**src/rtl/game_pkg.sv**
```systemverilog
// Shared types and constants for the game flow controller.
package game_pkg;

    typedef enum logic [2:0] {
        StIdle,
        StPlay,
        StWin,
        StLose,
        StBuz,
        StOver
    } game_state_e;

    localparam int unsigned SEL_BACKGROUND = 0;
    localparam logic        SND_LOSE       = 1'b0;
    localparam logic        SND_WIN        = 1'b1;

endpackage

```
**src/rtl/obj_prio_enc.sv**
```systemverilog
// Priority encoder over object layers; index 0 has the highest priority.
module obj_prio_enc #(
    parameter int unsigned  NUM_OBJ = 7,
    localparam int unsigned IDXW    = (NUM_OBJ > 1) ? $clog2(NUM_OBJ) : 1
) (
    input  logic [NUM_OBJ-1:0] req,
    output logic [IDXW-1:0]    code,
    output logic               valid
);

    // Scan from the lowest priority upwards so the lowest set index wins.
    always_comb begin
        code  = '0;
        valid = 1'b0;
        for (int i = NUM_OBJ - 1; i >= 0; i--) begin
            if (req[i]) begin
                code  = IDXW'(i);
                valid = 1'b1;
            end
        end
    end

endmodule

```
**src/rtl/game_flow_ctrl.sv**
```systemverilog
// Frog game flow: layer select, collision flags, play/win/lose/sound FSM,
// level and lives bookkeeping, lane enable decode.
module game_flow_ctrl
    import game_pkg::*;
#(
    parameter int unsigned        NUM_OBJ     = 7,
    parameter logic [NUM_OBJ-1:0] LETHAL_MASK = 7'b0000111,
    parameter logic [NUM_OBJ-1:0] GOAL_MASK   = 7'b1000000,
    parameter int unsigned        LEVEL_MAX   = 5,
    parameter int unsigned        LIVES_INIT  = 3,
    parameter int unsigned        LANES       = 15,
    parameter int unsigned        STEP        = 3,
    parameter int unsigned        BUZ_CYCLES  = 50_000_000,
    localparam int unsigned       SELW        = $clog2(NUM_OBJ + 2),
    localparam int unsigned       LVLW        = $clog2(LEVEL_MAX + 1),
    localparam int unsigned       LIVW        = $clog2(LIVES_INIT + 1)
) (
    input  logic               clk,
    input  logic               resetN,
    input  logic [NUM_OBJ-1:0] draw_req,
    input  logic               frog_draw_req,
    input  logic               frame_tick,
    input  logic               start,
    output logic [SELW-1:0]    select_mux,
    output logic               win,
    output logic               lose,
    output logic               game_over,
    output logic               enable_sound,
    output logic               sound_sel,
    output logic [LVLW-1:0]    level,
    output logic [LIVW-1:0]    lives,
    output logic [LANES-1:0]   lane_enable
);

    localparam int unsigned IDXW = (NUM_OBJ > 1) ? $clog2(NUM_OBJ) : 1;
    localparam int unsigned CNTW = $clog2(BUZ_CYCLES + 1);

    game_state_e     state_q, state_d;
    logic [LVLW-1:0] level_q, level_d;
    logic [LIVW-1:0] lives_q, lives_d;
    logic [CNTW-1:0] cnt_q, cnt_d;
    logic            snd_q, snd_d;
    logic            lethal_f_q, lethal_f_d;
    logic            goal_f_q, goal_f_d;

    logic [IDXW-1:0] enc_code;
    logic            enc_valid;
    logic            hit_lethal, hit_goal;
    logic            lethal_now, goal_now;
    int unsigned     lanes_on;

    obj_prio_enc #(
        .NUM_OBJ (NUM_OBJ)
    ) u_prio_enc (
        .req   (draw_req),
        .code  (enc_code),
        .valid (enc_valid)
    );

    assign hit_lethal = (state_q == StPlay) && frog_draw_req && |(draw_req & LETHAL_MASK);
    assign hit_goal   = (state_q == StPlay) && frog_draw_req && |(draw_req & GOAL_MASK);
    // A hit in the same cycle as frame_tick still counts for this frame.
    assign lethal_now = lethal_f_q | hit_lethal;
    assign goal_now   = goal_f_q | hit_goal;

    always_ff @(posedge clk or negedge resetN) begin
        if (!resetN) begin
            state_q <= StIdle;
        end else begin
            state_q <= state_d;
        end
    end

    always_comb begin
        state_d = state_q;
        unique case (state_q)
            StIdle, StOver: if (start) state_d = StPlay;
            StPlay: begin
                if (frame_tick) begin
                    if (lethal_now) begin
                        state_d = StLose;
                    end else if (goal_now) begin
                        state_d = StWin;
                    end
                end
            end
            StWin, StLose: state_d = StBuz;
            StBuz: begin
                if (cnt_q <= CNTW'(1)) begin
                    state_d = (lives_q == '0) ? StOver : StPlay;
                end
            end
            default: state_d = StIdle;
        endcase
    end

    always_comb begin
        level_d    = level_q;
        lives_d    = lives_q;
        snd_d      = snd_q;
        cnt_d      = '0;
        lethal_f_d = 1'b0;
        goal_f_d   = 1'b0;
        if (state_q == StPlay && !frame_tick) begin
            lethal_f_d = lethal_f_q | hit_lethal;
            goal_f_d   = goal_f_q | hit_goal;
        end
        unique case (state_q)
            StIdle, StOver: begin
                if (start) begin
                    lives_d = LIVW'(LIVES_INIT);
                    level_d = LVLW'(1);
                end
            end
            StWin: begin
                snd_d   = SND_WIN;
                level_d = (level_q >= LVLW'(LEVEL_MAX)) ? LVLW'(LEVEL_MAX) : level_q + LVLW'(1);
                cnt_d   = CNTW'(BUZ_CYCLES);
            end
            StLose: begin
                snd_d   = SND_LOSE;
                level_d = (level_q <= LVLW'(1)) ? LVLW'(1) : level_q - LVLW'(1);
                lives_d = (lives_q == '0) ? '0 : lives_q - LIVW'(1);
                cnt_d   = CNTW'(BUZ_CYCLES);
            end
            StBuz: cnt_d = (cnt_q == '0) ? '0 : cnt_q - CNTW'(1);
            default: ;
        endcase
    end

    always_ff @(posedge clk or negedge resetN) begin
        if (!resetN) begin
            level_q    <= LVLW'(1);
            lives_q    <= '0;
            cnt_q      <= '0;
            snd_q      <= SND_LOSE;
            lethal_f_q <= 1'b0;
            goal_f_q   <= 1'b0;
        end else begin
            level_q    <= level_d;
            lives_q    <= lives_d;
            cnt_q      <= cnt_d;
            snd_q      <= snd_d;
            lethal_f_q <= lethal_f_d;
            goal_f_q   <= goal_f_d;
        end
    end

    always_comb begin
        win          = (state_q == StWin);
        lose         = (state_q == StLose);
        enable_sound = (state_q == StBuz);
        game_over    = (state_q == StOver);
        sound_sel    = snd_q;
        level        = level_q;
        lives        = lives_q;

        if (enc_valid) begin
            select_mux = SELW'(enc_code) + SELW'(1);
        end else if (frog_draw_req) begin
            select_mux = SELW'(NUM_OBJ + 1);
        end else begin
            select_mux = SELW'(SEL_BACKGROUND);
        end

        lanes_on = 32'(level_q) * STEP;
        if (lanes_on > LANES) lanes_on = LANES;
        lane_enable = '0;
        for (int unsigned i = 0; i < LANES; i++) begin
            lane_enable[i] = (i < lanes_on);
        end
    end

endmodule

```
**config.mk**
```make
export PLATFORM = sky130hd
export DESIGN_NAME = game_flow_ctrl
export DESIGN_NICKNAME = d
export VERILOG_FILES = /design/src/rtl/game_pkg.sv /design/src/rtl/obj_prio_enc.sv /design/src/rtl/game_flow_ctrl.sv
export SDC_FILE = /design/constraint.sdc
export NUM_CORES = 1
export LEC_CHECK = 0
export ABC_AREA = 1
export BUFFER_PORTS_ARGS = -buffer_cell sky130_fd_sc_hd__buf_2
export CAP_MARGIN = 20
export CELL_PAD_IN_SITES_DETAIL_PLACEMENT = 1
export CELL_PAD_IN_SITES_GLOBAL_PLACEMENT = 2
export CORE_ASPECT_RATIO = 0.7
export CORE_UTILIZATION = 34
export CTS_CLUSTER_DIAMETER = 80
export DETAILED_ROUTE_END_ITERATION = 16
export GPL_ROUTABILITY_DRIVEN = 0
export GPL_TIMING_DRIVEN = 0
export PLACE_DENSITY = 0.94
export SETUP_SLACK_MARGIN = 0.1
export SLEW_MARGIN = 0
export SYNTH_ARGS = -nofsm -noshare
export SYNTH_HDL_FRONTEND = slang
export SYNTH_SLANG_ARGS = --single-unit
```
**constraint.sdc**
```tcl
create_clock -name clk -period 3.3 [get_ports clk]
set_input_delay 0.495 -clock clk [delete_from_list [all_inputs] [get_ports clk]]
set_output_delay 0.495 -clock clk [all_outputs]
set_load 0.005 [all_outputs]
```
# Word-level counts from Yosys, hierarchy flattened
# Index checks and enable logic that the tools add are counted.
# word_totals
output_inout_bits	29
reg_bits	37
# classes
n_lt_le_gt_ge	19
addsub	5
muxes	35
reduce_logical	17
n_eq_ne	9
n_mul	1
bitwise	2
# ops
cell	n
26-bit case mux with 2 select lines	1
3-bit 2-to-1 mux	15
4-bit by 5-bit < comparator with 1-bit output, first input constant	7
26-bit by 1-bit <= comparator with 1-bit output, second input constant	1
26-bit logical NOT	1
26-bit 2-to-1 mux	1
26-bit by 1-bit subtractor with 26-bit output, second input constant	1
3-bit by 5-bit < comparator with 1-bit output, first input constant	4
3-bit case mux with 4 select lines	1
1-bit by 5-bit < comparator with 1-bit output, first input constant	2
2-bit by 5-bit < comparator with 1-bit output, first input constant	2
1-bit 2-to-1 mux	9
3-bit case mux with 3 select lines	1
4-bit 2-to-1 mux	2
3-bit by 2-bit == test with 1-bit output, second input constant	2
3-bit == test, second input constant	2
5-bit by 4-bit greater-than comparator with 1-bit output, second input constant	1
3-bit by 2-bit multiplier with 5-bit output, second input constant	1
5-bit 2-to-1 mux	1
3-bit by 1-bit adder with 4-bit output, second input constant	1
1-bit logical AND	4
2-bit 2-to-1 mux	2
2-bit inequality test, second input constant	2
2-bit case mux with 2 select lines	1
other kinds (19)	23

# Logic depth before layout (Yosys ltp)
# depth
ltp_word	9
depth_mapped	11

# Hierarchy
# A second synthesis with hierarchy kept.
# hier_totals
hier_cells	407
area_unflattened_um2	2905.3
# by_module_without_submodules
mod	cells_per_inst	instances	area_each_um2
game_flow_ctrl	389	1	2813.9
obj_prio_enc	18	1	91.3

# Worst setup path before layout
# Ideal clock, no wire load.
# synth_path
kind	register -> output
start	register level_q[0], in the netlist level[0]
end	output port lane_enable[8]
path_stages_with_launch	9
arrival_ns	1.825
slack_ns	0.980
path_cell_list	dfstp_2 > ha_1 > fa_1 > nand4_1 > nand2_1 > nor2_1 > nand2_1 > nand2_1 > nand2_1
# synth_via
elab_chain_cells	4
# synth_lines
item	line_no	source
start: declaration	game_flow_ctrl.sv:39	logic [LVLW-1:0] level_q, level_d;
start signal: assignment	game_flow_ctrl.sv:140	level_q <= level_d;
3-bit by 2-bit multiplier with 5-bit output (*)	game_flow_ctrl.sv:166	lanes_on = 32'(level_q) * STEP;
5-bit by 4-bit greater-than comparator with 1-bit output	game_flow_ctrl.sv:167	if (lanes_on > LANES) lanes_on = LANES;
5-bit 2-to-1 mux (*)	game_flow_ctrl.sv:167	
4-bit by 5-bit < comparator with 1-bit output (*)	game_flow_ctrl.sv:170	lane_enable[i] = (i < lanes_on);
end: declaration	game_flow_ctrl.sv:32	output logic [LANES-1:0] lane_enable
# Mark *: on every way between the ends. The rest lies on a longest branch, timed or not.

# Final worst setup path
# Ends and elaborated chain as after synthesis.

==> flow_metrics.py <==
metrics = {
    "outcome": {
        "status": "finished clean",
    },
    "setup_path": {
        "crit_fanout": 8,
        "worstPathArrival_ns": 2.49,
        "reg2reg_depth": 9,
        "r2r_end": "cnt_q[25]",
        "r2r-start": "cnt_q[0]",
        "r2r_setup_slack_ns": 1.42,
        "end_kind": "primary output",
        "cp_data_required_time_ns": 2.80,
        "startpoint_type": "flip-flop",
        "critPathKind": "flip-flop to primary output",
    },
    "layout": {
        "layout-drive-gt1-share_pct": 19.5,
        "nFillCells": 984,
        "instances_no_fill": 528,
        "fin_area_um2": 3060,
        "diodes": 0,
        "synthToLayoutAreaGrowth_pct": 16.1,
        "finalNetCount": 453,
    },
    "synthesis": {
        "ys.flop_type": "dfrtp_1",
        "synthAdderAreaFrac_pct": 5.99,
        "postSynthAreaPerCell_um2": 6.89,
        "synth.distinct_cells": 32,
        "synthTopCellsByArea": "dfrtp_1 (34%), nand2_1 (13%), nor2_1 (8.7%)",
        "yosysWarnings": 0,
        "synth_top_family_by_area": "simple AND/OR/NAND/NOR gates",
        "yosysMostFrequentCell": "nand2_1",
        "syn_nets": 406,
        "ys_async_sr_fraction_pct": 100,
        "syn_inst": 382,
        "yosysSeqAreaShare_pct": 35.2,
        "synth_mux_area_share_pct": 0,
        "yosysTopAreaCellShare_pct": 34.2,
        "synth_top_cell_by_area": "dfrtp_1",
        "synth-simple-area-share_pct": 38.4,
        "synth-xor-area-share_pct": 4.94,
        "syn_area_um2": 2630,
        "synth_edf_count": 0,
        "synth_compound_area_share_pct": 5.37,
        "yosys-top-cells-count": "nand2_1 (90), nor2_1 (61), inv_1 (58)",
        "ys_ff_latch": 37,
    },
    "floorplanning": {
        "die_area_um2": 8100,
        "fp.dieW_um": 107,
        "placementRows": 26,
        "initial_utilization_pct": 35.6,
        "coreArea_um2": 7380,
        "die_y_um": 75.6,
        "boundaryPins": 41,
    },
    "timing": {
        "tns_ns": 0,
        "slew_headroom_pct": 42.2,
        "setup_viol": 0,
        "slew_viol_final": 0,
        "skew_ns": 0.00421,
        "finalHoldViolCount": 0,
        "fin_crit_sh_pct": 90.5,
        "period_needed_ns": 2.99,
        "layout_setup_ws_ns": 0.314,
        "max_slew.worst_pin.slew_ns": 0.868,
        "rsz0062_at_grt": "false",
        "fmax_ghz": 0.335,
    },
    "routing": {
        "dr.pass1.iters": 4,
        "drt_iter0_drc": 92,
        "wirelength_um": 6890,
        "via_count": 2497,
        "drt-wirelength-per-cell_um": 13.1,
        "drc": 0,
        "ant_nets": 0,
        "vias_per_cell": 4.73,
    },
    "clock_network": {
        "post-cts-setup-buffers": 0,
        "postCtsHoldBufs": 0,
        "cts_buffers": 5,
        "clk_pin_slew_ns": 0.07,
        "ctsResizeCount": 0,
        "clock-sinks": 37,
        "htreeDepth": 2,
        "clk_latency_ns": 0.29,
        "cts.path.max_buffers": 2,
        "cts_root_buffer": "clkbuf_8",
        "cts_tree": "yes",
    },
    "power": {
        "ir_drop_uv": 478,
        "p_sw_share_pct": 53.0,
        "p_per_area_nw_per_um2": 1100,
        "pwr-share-comb_pct": 66.3,
        "clkPwrFrac_pct": 10.5,
        "p_leak_nw": 1.80,
        "intPower_mw": 1.58,
        "power_frac_seq_pct": 23.2,
        "switching_power_mw": 1.78,
    },
    "grt": {
        "antenna_found_initial": 0,
        "first_global_vias": 2476,
        "grt_overflow_total": 0,
        "grt_max_degree": 38,
        "grt_first_pass_wirelength_um": 11700,
        "track_usage_pct": 18.4,
    },
    "placed_design": {
        "port-buffer-count": 40,
        "dp_hpwl_um": 5540,
        "dp_cells": 520,
        "pre_cts_slack_ns": 0.636,
        "dpl_cell_area_um2": 2960,
    },
    "job": {
        "cap_viol_max_count": 0,
    },
    "min_path": {
        "hold_class": "input pin to asynchronous set/reset pin",
    },
}
[sequential cells by signal, indices dropped and copies added, names as in the netlist]
signal      flops
cnt_q          26
level           3
state_q         3
lives           2
goal_f_q        1
lethal_f_q      1
sound_sel       1
[power by group through the flow]
stage	logic, mW	clock network (mW)	registers, mW
final	2.22	0.353	0.778
after global routing	2.58	0.388	0.804
after CTS	2.25	0.365	0.778
after detailed placement	2.23	0	0.786
after global placement	2.16	0	0.777
after floorplan	1.65	0	0.741
[metrics by stage]
step                hold WS (ns)  utilization, %  total power [mW]
floorplan                  0.199               -              2.39
global placement           0.444            40.0              2.93
detailed placement         0.471            40.0              3.02
CTS                        0.349            41.4              3.39
global route               0.418            41.4              3.77
finish                     0.318            41.4              3.36
[area by class of cell]
cell class	instances	area, µm²	area share [%]
buffer	3	18.8	0.614
clock buffer	7	96.3	3.15
clock inverter	1	5.00	0.164
inverter	66	248	8.10
multi-input combinational	276	1440	47.1
sequential	37	927	30.3
tap	98	123	4.01
timing repair buffer	40	200	6.55
[cell families after synthesis]
group / after synthesis
AO/OA/AOI/OAI: 27
AND/OR/NAND/NOR: 223
flip-flops: 37
adder cells (fa/ha/maj): 12
XOR/XNOR: 14
buffers and inverters: 69
[worst max-delay path by stage]
stage | from | end
final | level[0] | lane_enable[8]
after global routing | level[0] | lane_enable[8]
after CTS | level[0] | lane_enable[8]
after detailed placement | level[0] | lane_enable[8]
after global placement | level[0] | lane_enable[8]
after floorplan | level[0] | lane_enable[8]
[cell usage in the layout, fill, tap and decap left out, types with 2 or more instances in the layout]
| cell type | synthesis | final |
|---|---|---|
| inv_1 | 58 | 58 |
| o21ai_0 | 10 | 10 |
| nor2_1 | 61 | 61 |
| buf_4 | 2 | 2 |
| nand2_1 | 90 | 90 |
| inv_2 | 8 | 8 |
| xor2_1 | 12 | 12 |
| a21oi_1 | 10 | 10 |
| nor2_2 | 6 | 6 |
| nand3_1 | 33 | 33 |
| buf_2 | 0 | 40 |
| nor2_4 | 4 | 4 |
| ha_1 | 11 | 11 |
| dfrtp_1 | 36 | 36 |
| clkbuf_8 | 0 | 7 |
| or2_2 | 3 | 3 |
| nand2_2 | 7 | 7 |
| nand3_2 | 2 | 2 |
| nor3_1 | 7 | 7 |
| nand4_1 | 4 | 4 |
| o21ai_1 | 5 | 5 |
[worst max-delay path, cell delays in order, from the launching register on]
cell and delay, ns:
dfstp_2 0.62, ha_1 0.25, fa_1 0.50, nand4_1 0.12, nand2_1 0.06, nor2_1 0.31
nand2_1 0.09, nand2_1 0.09, nand2_1 0.05, buf_2 0.12
[layer usage]
layer  GRT usage, %  wire length, µm
met5              0                0
met4           4.26               51
met3           2.65              123
met2           28.8             2960
met1           27.1             3750
Note: power is estimated with default switching activity, not from simulation.
